[src/rtl/demux_frame_router.sv]
`default_nettype none
// ============================================================================
//  Module      : demux_frame_router
//  Description : Front-end control for a 1-to-4 demux. Parses a framed serial
//                stream (2-bit channel address, MSB first, followed by
//                PAYLOAD_LEN payload bits). It holds the demux select steady
//                for the whole payload and strobes each payload bit out with
//                one cycle of latency.
//  Ports       : clk         - clock, rising edge
//                rst_n       - asynchronous active-low reset
//                din         - serial stream bit
//                din_valid   - qualifies din and sof
//                sof         - start of frame, marks din as the address MSB
//                a           - registered data bit to the demux
//                a_valid     - one-cycle strobe for a new payload bit on a
//                sel[0:1]    - registered demux select, sel[0] is the MSB
//                busy        - a frame is in progress
//                frame_done  - one-cycle pulse with the last payload strobe
//                err         - one-cycle pulse when a new sof aborts a frame
//  Revision    : 1.0 - initial release
// ============================================================================
module demux_frame_router #(
  parameter int PAYLOAD_LEN = 8
) (
  input  logic       clk,
  input  logic       rst_n,
  input  logic       din,
  input  logic       din_valid,
  input  logic       sof,
  output logic       a,
  output logic       a_valid,
  output logic [0:1] sel,
  output logic       busy,
  output logic       frame_done,
  output logic       err
);

  localparam int CW = $clog2(PAYLOAD_LEN + 1);
  localparam logic [CW-1:0] C_LAST_IDX = CW'(PAYLOAD_LEN - 1);

  typedef enum logic [1:0] {
    S_IDLE    = 2'd0,
    S_ADDR    = 2'd1,
    S_PAYLOAD = 2'd2
  } state_t;

  state_t        r_state;
  logic [CW-1:0] r_cnt;
  logic          r_addr_msb;

  // State is registered, so busy is glitch-free and rises the cycle after sof
  // is accepted and falls together with frame_done.
  assign busy = (r_state != S_IDLE);

  always_ff @(posedge clk or negedge rst_n) begin
    if (!rst_n) begin
      r_state    <= S_IDLE;
      r_cnt      <= '0;
      r_addr_msb <= 1'b0;
      a          <= 1'b0;
      a_valid    <= 1'b0;
      sel        <= 2'b00;
      frame_done <= 1'b0;
      err        <= 1'b0;
    end else begin
      // Strobes default low; a, sel, counter and state hold on a stall.
      a_valid    <= 1'b0;
      frame_done <= 1'b0;
      err        <= 1'b0;
      if (din_valid) begin
        case (r_state)
          S_IDLE: begin
            if (sof) begin
              r_addr_msb <= din;
              r_state    <= S_ADDR;
            end
          end
          S_ADDR: begin
            if (sof) begin
              // Restart: this bit becomes the new address MSB.
              err        <= 1'b1;
              r_addr_msb <= din;
            end else begin
              sel     <= {r_addr_msb, din};
              r_cnt   <= '0;
              r_state <= S_PAYLOAD;
            end
          end
          S_PAYLOAD: begin
            // Abort wins over completion, so test sof before the last index.
            if (sof) begin
              err        <= 1'b1;
              r_addr_msb <= din;
              r_cnt      <= '0;
              r_state    <= S_ADDR;
            end else begin
              a       <= din;
              a_valid <= 1'b1;
              r_cnt   <= r_cnt + CW'(1);
              if (r_cnt == C_LAST_IDX) begin
                frame_done <= 1'b1;
                r_state    <= S_IDLE;
              end
            end
          end
          default: begin
            r_state <= S_IDLE;
          end
        endcase
      end
    end
  end

endmodule
`default_nettype wire

[config.mk]
export PLATFORM = sky130hd
export DESIGN_NAME = demux_frame_router
export DESIGN_NICKNAME = d
export VERILOG_FILES = /design/src/rtl/demux_frame_router.sv
export SDC_FILE = /design/constraint.sdc
export NUM_CORES = 1
export LEC_CHECK = 0
export ABC_AREA = 1
export ABC_CLOCK_PERIOD_IN_PS = 1620
export CAP_MARGIN = 20
export CORE_MARGIN = 1.5
export CORE_UTILIZATION = 48
export DETAILED_ROUTE_END_ITERATION = 10
export HOLD_SLACK_MARGIN = 0.15
export PLACE_DENSITY = 0.86
export SYNTH_ARGS = -nofsm -noshare
export SYNTH_HDL_FRONTEND = slang
export SYNTH_SLANG_ARGS = --single-unit
export TNS_END_PERCENT = 100
[constraint.sdc]
create_clock -name clk -period 1.62 [get_ports clk]
set_input_delay 0.324 -clock clk [delete_from_list [all_inputs] [get_ports clk]]
set_output_delay 0.324 -clock clk [all_outputs]
set_load 0.02 [all_outputs]
* Word level (Yosys, flattened, before mapping)
Index checks and enable logic that the tools add are counted.
** Word-level totals
- Register bits :: 13
** Cells by class
- Add/sub/neg operators :: 1
- Reductions and logical operators :: 10
- Muxes and demuxes :: 18
- Bitwise operators :: 1
- Equal/unequal tests :: 6
** Operator list (count)
- $reduce_and A3 Y1 :: 4
- $mux W1 :: 10
- $mux W2 :: 4
- $mux W4 :: 2
- $pmux W4 S2 :: 1
- $pmux W2 S3 :: 1
- $add A4 B1 Y4 const B :: 1
- $eq A4 B3 Y1 const B :: 1
- $ne A2 B2 Y1 const B :: 2
- $reduce_and A4 Y1 :: 1
- $reduce_bool A2 Y1 :: 2
- $ne A3 B3 Y1 const B :: 1
- $reduce_or A3 Y1 :: 1
- $eq A2 B1 Y1 const B :: 1
- $eq A2 B2 Y1 const B :: 1
- $logic_not A2 Y1 :: 1
- $reduce_or A2 Y1 :: 1
- $not A1 Y1 :: 1

* Depth between registers and ports, before layout
Gate-level depths: netlist of the first run.
- Depth in word-level cells :: 5
- Gate-level depth with buffers :: 8

* Worst setup path after synthesis of the first run
OpenSTA, ideal clock, no wires.
- Path type :: register to register
- Start :: register r_state[0]
- End :: register r_state[0]
- Setup slack :: 0.358 ns
- Stages on the path, launching flop included :: 9
- Arrival :: 1.145 ns
- Required time :: 1.503 ns
- Setup time :: 0.117 ns
- Cells stage by stage :: dfrtp_1 inv_1 ha_1 inv_1 nor2_1 nor2_2 nand2_1 nand2_1 nand2_1
** Between the ends
- Longest elaborated chain between the ends :: 3
- Elaborated cells between the ends (all ways) :: 8
- Those cells by class :: eq/ne: 5; mux: 1; reduce/logical: 2
** RTL lines
- start, declared :: RTL line 47 : state_t r_state;
- start signal, assigned :: RTL line 57 : r_state <= S_IDLE;
- start signal, assigned :: RTL line 75 : r_state <= S_ADDR;
- start signal, assigned :: RTL line 86 : r_state <= S_PAYLOAD;
- $eq A2 B2 Y1, or another cell as far along :: RTL line 71 : case (r_state)
- $ne A3 B3 Y1 (no line) / $ne A2 B2 Y1 (equally long branches)
- $reduce_and A4 Y1 (no line)
Parallel ways exist; a longest one is shown, timed or not.
A chain may end at the register's enable or synchronous reset.

* Worst setup path after layout of the first run
- Start :: register sel[1] in the netlist's numbering
- End :: output sel[1] in the netlist's numbering
** RTL lines
- start, declared :: RTL line 32 : output logic [0:1] sel,
- start signal, assigned :: RTL line 84 : sel <= {r_addr_msb, din};
No word-level cell between the ends.

==> results of run 1 <==
-- final timing paths --
path	to	slack (ps)	depth (start not counted)
worst max-delay path	sel[1]	70	1
worst min-delay path	r_cnt[3]	330	2
worst max register to register	r_state[0]	220	8
worst min register to register	sel[1]	490	2
max in group asynchronous	r_addr_msb	1120	2
min in group clk	sel[1]	490	2
-- flip-flops by register name, indices dropped and copies added (netlist names) --
| signal | count |
|---|---|
| a | 1 |
| a_valid | 1 |
| err | 1 |
| frame_done | 1 |
| r_addr_msb | 1 |
| r_cnt | 4 |
| r_state | 2 |
| sel | 2 |
-- power by group through the flow --
stage	clock network [mW]	logic (mW)	registers (mW)
2_1_floorplan	0	0.254	0.529
3_3_place_gp	0	0.535	0.464
3_5_place_dp	0	0.555	0.471
4_1_cts	0.212	0.554	0.465
5_1_grt	0.225	0.610	0.472
6_report	0.208	0.540	0.465
-- metrics by stage --
step	TNS [ps]	cells	utilization, %
2_1_floorplan	0	81	-
3_3_place_gp	0	110	62.4
3_5_place_dp	-2.11	110	62.4
4_1_cts	0	114	64.6
5_1_grt	0	114	64.1
6_report	0	114	64.1
-- cells in the final DEF (no fill, tap or decap) --
cell              n
a21oi_1           1
buf_2             1
buf_4             3
clkbuf_1          1
clkbuf_4          3
clkdlybuf4s50_1  10
dfrtp_1          13
ha_1              5
inv_1            13
nand2_1          27
nand2_2           1
nand3_1           6
nand4_1           1
nor2_1            6
nor2_2            2
o21ai_0           6
-- final cells by class --
class | count | area (um2)
Tap cell | 15 | 18.8
Clock buffer | 4 | 26.3
Multi-Input combinational cell | 55 | 277
Sequential cell | 13 | 325
Fill cell | 109 | 462
Timing Repair Buffer | 14 | 128
Inverter | 13 | 48.8
-- cells by family (layout without fill, tap and decap cells) --
logic type / count (synthesis) / count (layout)
buffers and inverters: 13 / 31
DFF: 13 / 13
AOI/OAI and AO/OA: 7 / 7
and+or+nand+nor: 43 / 43
adders and majority gates: 5 / 5
-- per-layer routing --
| metal | GRT usage (%) | vias to the layer above |
|---|---|---|
| met4 | 12.9 | 0 |
| li1 | - | 285 |
| met1 | 20.0 | 224 |
| met5 | 0 | - |
| met3 | 8.52 | 4 |
| met2 | 36.9 | 16 |
==> results.ini, run 1 <==
[status]
outcome = finished clean

[floorplan]
die_h_um = 39.8
core_um2 = 1280
io-pin-count = 12
die-area_um2 = 1590
rows = 13
die_w_um = 39.8
initial_core_util_pct = 50.6

[logic_synthesis]
ys_warn_count = 0
yosysMostFrequentCell = nand2_1
synth_largest_area_cell = dfrtp_1
synthAdderAreaFrac_pct = 9.62
synth_compound_area_share_pct = 5.38
synth_seq_cells = 13
seq_area_frac_synth_pct = 50.0
async_reset_ff_share_pct = 100
synth_top_family_by_area = simple AND/OR/NAND/NOR gates
synthMuxAreaShare_pct = 0
ys_types = 11
synth_commonest_cells = 27 x nand2_1, 13 x dfrtp_1, 13 x inv_1
syn_nets = 91
synthFlopType = dfrtp_1
synth_cells = 81
synthSimpleGateAreaFrac_pct = 27.5
netlist_area_um2 = 651
synthTopCellsByArea = dfrtp_1 50%, nand2_1 16%, ha_1 9.6%
syn_avg_cell_area_um2 = 8.03
synthXorXnorAreaFrac_pct = 0
synth_edf_count = 0
synth_top_area_share_pct = 50.0

[power]
switching_share_pct = 39.2
pwr-share-comb_pct = 44.5
p_seq_share_pct = 38.3
power_frac_clock_pct = 17.1
power.total_mw = 1.21
ir_worst_vdd_mv = 0.757
leakage_nw = 0.438
p_int_mw = 0.737
powerDensity_nw_per_um2 = 1470
switching_power_mw = 0.475

[critical_path]
critPathLaunchType = flip-flop
setup.worst_path.class = flip-flop to output pin
crit_buf_inv = 1
worst_r2r_startpoint = r_state[0]
worstPathMaxFanout = 2
cp-end-kind = output pin
slowest_stage = clkdlybuf4s50_1
critPathRequiredTime_ps = 1300
cp_slowest_stage_delay_ps = 600
crit_family = buffers and inverters
cp_cell_sequence = clkdlybuf4s50_1
cp-startpoint = sel[1]
crit_arrival_ps = 1230

[route]
wl_per_cell_um = 11.1
wl_met3_um = 63
first_pass_iters = 4
m1WireLength_um = 544
wl_met2_um = 634
drc = 0
drt-total-wl_um = 1270
top_layer = met4
drtIter0Drc = 10
ant_nets = 0
drt-vias-per-instance = 4.64
vias = 529

[clocking]
cts.sinks = 13
clk_path_buf_depth = 2
cts-root-buf = clkbuf_4
clkTransAtPathRegs_ps = 90
cts_tree = done
postCtsHoldBufs = 0
htreeDepth = 1
post_cts_buffers = 0
cts_buffers = 3
ctsResizeCount = 3
clk_latency_ps = 290

[cells_and_area]
area_delta_synth_final_pct = 26.5
drive_gt1_share_pct = 10.1
nets = 110
n_antenna_cell = 0
finalInstanceArea_um2 = 823

[hold_path]
hold_path_class = input pin to async pin

[sta]
setup_viol = 0
clock_skew_ps = 10.9
rsz0062_at_grt = no
finalHoldViolations = 0
holdWs_ps = 333
slew-limit-headroom_pct = 82.4
finalWorstSetupSlack_ps = 69.5
tightest_slew_ps = 264
finalCritPeriodShare_pct = 95.7
fin_crit_ps = 1550
drv_slew = 0
timing.fmax_mhz = 645

[run]
maxCapViolCount = 0

[placed_design]
place_congestion = 0.753
pre_cts_ws_ps = -2.11
dp_hpwl_um = 984
placed_cell_area_um2 = 802
io_buffers = 11

[grt]
grt_pass1_wl_um = 2030
grt_pass1_vias = 486
antenna_found_initial = 0
grt_usage_pct = 21.0
grt_max_degree = 14
grt_overflow_total = 0

No activity file was read; power rests on OpenSTA's default activity.
==> inputs of run 2 (changes only) <==
--- a/config.mk
+++ b/config.mk
@@ -9,10 +9,10 @@
 export ABC_CLOCK_PERIOD_IN_PS = 1620
 export CAP_MARGIN = 20
 export CORE_MARGIN = 1.5
-export CORE_UTILIZATION = 48
+export CORE_UTILIZATION = 46
 export DETAILED_ROUTE_END_ITERATION = 10
 export HOLD_SLACK_MARGIN = 0.15
-export PLACE_DENSITY = 0.86
+export PLACE_DENSITY = 0.84
 export SYNTH_ARGS = -nofsm -noshare
 export SYNTH_HDL_FRONTEND = slang
 export SYNTH_SLANG_ARGS = --single-unit
==> run 2 against run 1 <==
Critical path depth is the same. Register-to-register slack better by 30 ps. Non-clock buffer count up 1. Global-route usage fell by 3.3 points. Final area up 0.91%. Sequential cell count is the same. Worst setup slack worse by 30 ps. Critical endpoint is now sel[0]. Largest cell class unchanged. Largest power group unchanged.
==> results.ini, run 2 (synthesized netlist as in run 1, its figures left out) <==
[critical_path]
critPathLaunchType = flip-flop  ; unchanged
cp-end-kind = output pin  ; unchanged
crit_family = buffers and inverters  ; unchanged
setup.worst_path.class = flip-flop to output pin  ; unchanged
crit_arrival_ps = 1260  ; was 1230 ps
cp_slowest_stage_delay_ps = 610  ; was 600 ps
critPathRequiredTime_ps = 1300  ; about the same
slowest_stage = clkdlybuf4s50_1  ; unchanged
worstPathMaxFanout = 2  ; unchanged
crit_buf_inv = 1  ; unchanged
cp_cell_sequence = clkdlybuf4s50_1  ; unchanged

[run]
maxCapViolCount = 0  ; unchanged

[grt]
use_met2_pct = 29.4  ; was 36.9%
grt_overflow_total = 0  ; unchanged
grt_max_degree = 14  ; unchanged
grt_pass1_wl_um = 1810  ; was 2030 um
antenna_found_initial = 0  ; unchanged
use_met1_pct = 20.1  ; was 20.0%
grt_usage_pct = 17.7  ; was 21.0%
grt_pass1_vias = 475  ; was 486
top_usage_layer = met2  ; unchanged
grt_use_met3_pct = 3.26  ; was 8.52%

[route]
ant_nets = 0  ; unchanged
first_pass_iters = 5  ; was 4
vias = 555  ; was 529
wl_per_cell_um = 10.4  ; was 11.1 um
drtIter0Drc = 11  ; was 10
drc = 0  ; unchanged
drt-vias-per-instance = 4.83  ; was 4.64
drt-total-wl_um = 1190  ; was 1270 um

[cells_and_area]
n_antenna_cell = 0  ; unchanged
regMostFlops = r_cnt  ; unchanged
layout_common_cells = 27 x nand2_1, 13 x inv_1, 13 x dfrtp_1  ; unchanged
nets = 111  ; was 110
final_common_cell = nand2_1  ; unchanged
largest_reg_flops = 4  ; unchanged
reg.largest.list = r_cnt x4, r_state x2, sel x2  ; unchanged
final_cells = 115  ; was 114
nFillCells = 115  ; was 109
area_delta_synth_final_pct = 27.7  ; was 26.5%
drive_gt1_share_pct = 11.0  ; was 10.1%
final_util_pct = 63.1  ; was 64.1%

[sta]
holdWs_ps = 351  ; was 333 ps
setup_viol = 0  ; unchanged
final.setup.tns_ps = 0  ; unchanged
drv_slew = 0  ; unchanged
finalHoldViolations = 0  ; unchanged
clock_skew_ps = 3.38  ; was 10.9 ps
tightest_slew_ps = 253  ; was 264 ps
rsz0062_at_grt = no  ; unchanged
fin_crit_ps = 1580  ; was 1550 ps
finalCritPeriodShare_pct = 97.6  ; was 95.7%
timing.fmax_mhz = 633  ; was 645 MHz
slew-limit-headroom_pct = 83.1  ; was 82.4%

[placed_design]
place_congestion = 0.777  ; was 0.753
io_buffers = 11  ; unchanged
dp_hpwl_um = 908  ; was 984 um
post-place-cells = 111  ; was 110

[floorplan]
die_h_um = 40.6  ; was 39.8 um
io-pin-count = 12  ; unchanged
core_um2 = 1320  ; was 1280 um2
die_w_um = 40.6  ; was 39.8 um
initial_core_util_pct = 49.4  ; was 50.6%
die-area_um2 = 1650  ; was 1590 um2
rows = 13  ; unchanged

[power]
powerDensity_nw_per_um2 = 1470  ; about the same
ir_worst_vdd_mv = 0.781  ; was 0.757 mV
leakage_nw = 0.443  ; was 0.438 nW

[status]
outcome = finished clean  ; unchanged

[hold_path]
hold_path_class = input pin to async pin  ; unchanged

[clocking]
cts.sinks = 13  ; unchanged
clkTransAtPathRegs_ps = 70  ; was 90 ps
htreeDepth = 1  ; unchanged
cts-root-buf = clkbuf_4  ; unchanged
clk_latency_ps = 270  ; was 290 ps
clk_path_buf_depth = 2  ; unchanged
postCtsHoldBufs = 0  ; unchanged
cts_tree = done  ; unchanged
cts_buffers = 3  ; unchanged

==> run 2: changes by cell type in the layout (fill, tap and decap cells not counted) <==
cell,previous run,this run
buf_2,1,0
buf_4,3,4
clkbuf_2,0,1
==> run 2: metrics by stage <==
stage | total power, mW | setup slack (ps) | area, um2
floorplan | 0.783 | 358 | 651
global placement | 1.02 | 77.1 | 810
detailed placement | 1.05 | 42.1 | 810
CTS | 1.24 | 3.08 | 835
global route | 1.33 | 13.1 | 831
finish | 1.22 | 39.0 | 831
==> run 2: worst paths after layout <==
| kind | cells after the start | endpoint | startpoint | slack, ps |
|---|---|---|---|---|
| max | 1 | sel[0] | sel[0] | 40 |
| min | 2 | a_valid | rst_n | 350 |
| max in group asynchronous | 2 | r_cnt[0] | rst_n | 1110 |
| min reg2reg | 2 | sel[1] | sel[1] | 490 |
| max reg2reg | 8 | r_state[1] | r_state[0] | 250 |
| min in group clk | 2 | sel[1] | sel[1] | 490 |
==> run 2: metal layers <==
metal	wire length, um	up-vias
met2	529	22
met5	0	-
li1	-	290
met4	41	0
met1	572	238
met3	50	5
==> run 2: layout make-up <==
type                       count  area, um2  area share [%]
clock buffer                   4       26.3            3.16
sequential                    13        325            39.2
tap                           15       18.8            2.26
inverter                      13       48.8            5.87
timing repair buffer          15        135            16.3
multi-input combinational     55        277            33.3
==> run 2: timing repair <==
action,in CTS,in global routing
endpoints found under the hold margin,0,0
gates resized for setup,1,2
buffers inserted,0,0
setup endpoints to repair,1,1
==> run 2: report_power, final <==
group          leakage [nW]  internal [mW]  switching [mW]
registers             0.172          0.414          0.0518
logic                 0.256          0.246           0.314
clock network        0.0150         0.0955          0.0979
==> inputs of run 3 (changes only) <==
--- a/config.mk
+++ b/config.mk
@@ -10,9 +10,11 @@
 export CAP_MARGIN = 20
 export CORE_MARGIN = 1.5
 export CORE_UTILIZATION = 46
+export CTS_CLUSTER_DIAMETER = 120
 export DETAILED_ROUTE_END_ITERATION = 10
 export HOLD_SLACK_MARGIN = 0.15
 export PLACE_DENSITY = 0.84
+export SETUP_SLACK_MARGIN = 0.3
 export SYNTH_ARGS = -nofsm -noshare
 export SYNTH_HDL_FRONTEND = slang
 export SYNTH_SLANG_ARGS = --single-unit
==> run 3 against run 2 <==
Final area is 5.4% higher. Clock-buffer cell count is the same. Largest power group unchanged. Final cell count is 0.87% higher. Highest routed layer unchanged. Critical path depth grew 3. Largest cell class unchanged.
==> results.ini, run 3 (synthesized netlist as in run 1, its figures left out) <==
[grt]
grt_usage_pct = 17.8  ; was 17.7%
grt_pass1_vias = 476  ; was 475
antenna_found_initial = 0  ; unchanged
grt_max_degree = 14  ; unchanged
grt_overflow_total = 0  ; unchanged
grt_pass1_wl_um = 1830  ; was 1810 um

[status]
outcome = finished clean  ; unchanged

[clocking]
cts_buffers = 3  ; unchanged
cts_tree = done  ; unchanged
clkTransAtPathRegs_ps = 70  ; about the same
cts.sinks = 13  ; unchanged
cts-root-buf = clkbuf_4  ; unchanged
clk_latency_ps = 280  ; was 270 ps
clk_path_buf_depth = 2  ; unchanged
htreeDepth = 1  ; unchanged

[sta]
clock_skew_ps = 5.02  ; was 3.38 ps
finalCritPeriodShare_pct = 83.9  ; was 97.6%
finalWorstSetupSlack_ps = 260  ; was 39.0 ps
final.setup.tns_ps = 0  ; unchanged
finalHoldViolations = 0  ; unchanged
timing.fmax_mhz = 735  ; was 633 MHz
drv_slew = 0  ; unchanged
slew-limit-headroom_pct = 81.3  ; was 83.1%
fin_crit_ps = 1360  ; was 1580 ps
setup_viol = 0  ; unchanged
tightest_slew_ps = 280  ; was 253 ps
rsz0062_at_grt = yes  ; was no

[route]
first_pass_iters = 4  ; was 5
wl_per_cell_um = 10.7  ; was 10.4 um
ant_nets = 0  ; unchanged
drc = 0  ; unchanged
vias = 565  ; was 555
drt-total-wl_um = 1240  ; was 1190 um
drtIter0Drc = 11  ; unchanged
drt-vias-per-instance = 4.87  ; was 4.83

[floorplan]
io-pin-count = 12  ; unchanged
core_um2 = 1320  ; unchanged
initial_core_util_pct = 49.4  ; unchanged
die_w_um = 40.6  ; unchanged
rows = 13  ; unchanged
die-area_um2 = 1650  ; unchanged
die_h_um = 40.6  ; unchanged

[cells_and_area]
drive_gt1_share_pct = 19.8  ; was 11.0%
nets = 112  ; was 111
largest_reg_flops = 4  ; unchanged
finalInstanceArea_um2 = 876  ; was 831 um2
regMostFlops = r_cnt  ; unchanged
n_antenna_cell = 0  ; unchanged
layout_common_cells = 26 x nand2_1, 13 x dfrtp_1, 10 x inv_1  ; was 27 x nand2_1, 13 x inv_1, 13 x dfrtp_1
final_util_pct = 66.5  ; was 63.1%
area_delta_synth_final_pct = 34.6  ; was 27.7%
final_common_cell = nand2_1  ; unchanged
reg.largest.list = r_cnt x4, r_state x2, sel x2  ; unchanged

[critical_path]
slowest_stage = dfrtp_1  ; was clkdlybuf4s50_1
cp_cell_sequence = inv_2 -> ha_4 -> inv_2 -> buf_6  ; was clkdlybuf4s50_1
critPathLaunchType = flip-flop  ; unchanged
crit_top_cell = inv_2
cp_slowest_stage_delay_ps = 400  ; was 610 ps
worstPathMaxFanout = 2  ; unchanged
crit_arrival_ps = 1040  ; was 1260 ps
cp-end-kind = output pin  ; unchanged
critPathRequiredTime_ps = 1300  ; about the same
setup.worst_path.class = flip-flop to output pin  ; unchanged

[power]
powerDensity_nw_per_um2 = 1500  ; was 1470 nW/um2
power.total_mw = 1.31  ; was 1.22 mW
leakage_nw = 0.464  ; was 0.443 nW
ir_worst_vdd_mv = 0.866  ; was 0.781 mV

[run]
maxCapViolCount = 0  ; unchanged

[placed_design]
io_buffers = 11  ; unchanged
placed_cell_area_um2 = 810  ; unchanged
dp_hpwl_um = 908  ; unchanged
place_congestion = 0.777  ; unchanged
pre_cts_ws_ps = 42.1  ; unchanged

[hold_path]
hold_path_class = input pin to async pin  ; unchanged

run 3: layout make-up:
| class | count | area [um2] |
|---|---|---|
| clock buffers | 4 | 26.3 |
| fillers | 109 | 442 |
| well taps | 15 | 18.8 |
| flip-flops and latches | 13 | 325 |
| repair buffers | 16 | 145 |
| multi-input cells | 55 | 312 |
| inverters | 13 | 48.8 |
run 3: worst max-delay path, delay by kind of cell, from the launching register on:
| kind | cells | cell delay (ps) |
|---|---|---|
| flip-flops | 1 | 400 |
| buffers and inverters | 3 | 240 |
| adder cells (fa/ha/maj) | 1 | 130 |
run 3: path summary, 6_finish.rpt:
path / start / endpoint / slack (ps) / cells past startpoint
max: r_state[0] / busy / 260 / 4
min: rst_n / a_valid / 350 / 2
max reg2reg: r_state[0] / r_state[1] / 270 / 8
min reg2reg: sel[1] / sel[1] / 490 / 2
max in group asynchronous: rst_n / r_cnt[3] / 1110 / 2
min in group clk: sel[1] / sel[1] / 490 / 2
run 3: timing repair:
item,in CTS,in global routing
setup endpoints to repair,13,10
gates resized for setup,12,14
setup buffers,0,1
hold buffers,0,0
pin swaps,0,2
run 3: per-stage QoR:
step | hold WS (ps) | cells
2_1_floorplan | 28.4 | 81
3_3_place_gp | 462 | 111
3_5_place_dp | 477 | 111
4_1_cts | 350 | 115
5_1_grt | 379 | 116
6_report | 345 | 116
run 3: power by group:
group | switching, mW | internal [mW]
Clock | 0.101 | 0.0956
Sequential | 0.0564 | 0.414
Combinational | 0.354 | 0.290
run 3: layer usage:
layer,track usage [%],up-vias,wire (um),part of all wire (%)
li1,-,292,-,-
met1,20.4,244,594,48
met2,29.4,21,545,44
met3,3.26,8,50,4.0
met4,13.3,0,53,4.3
met5,0,-,0,0
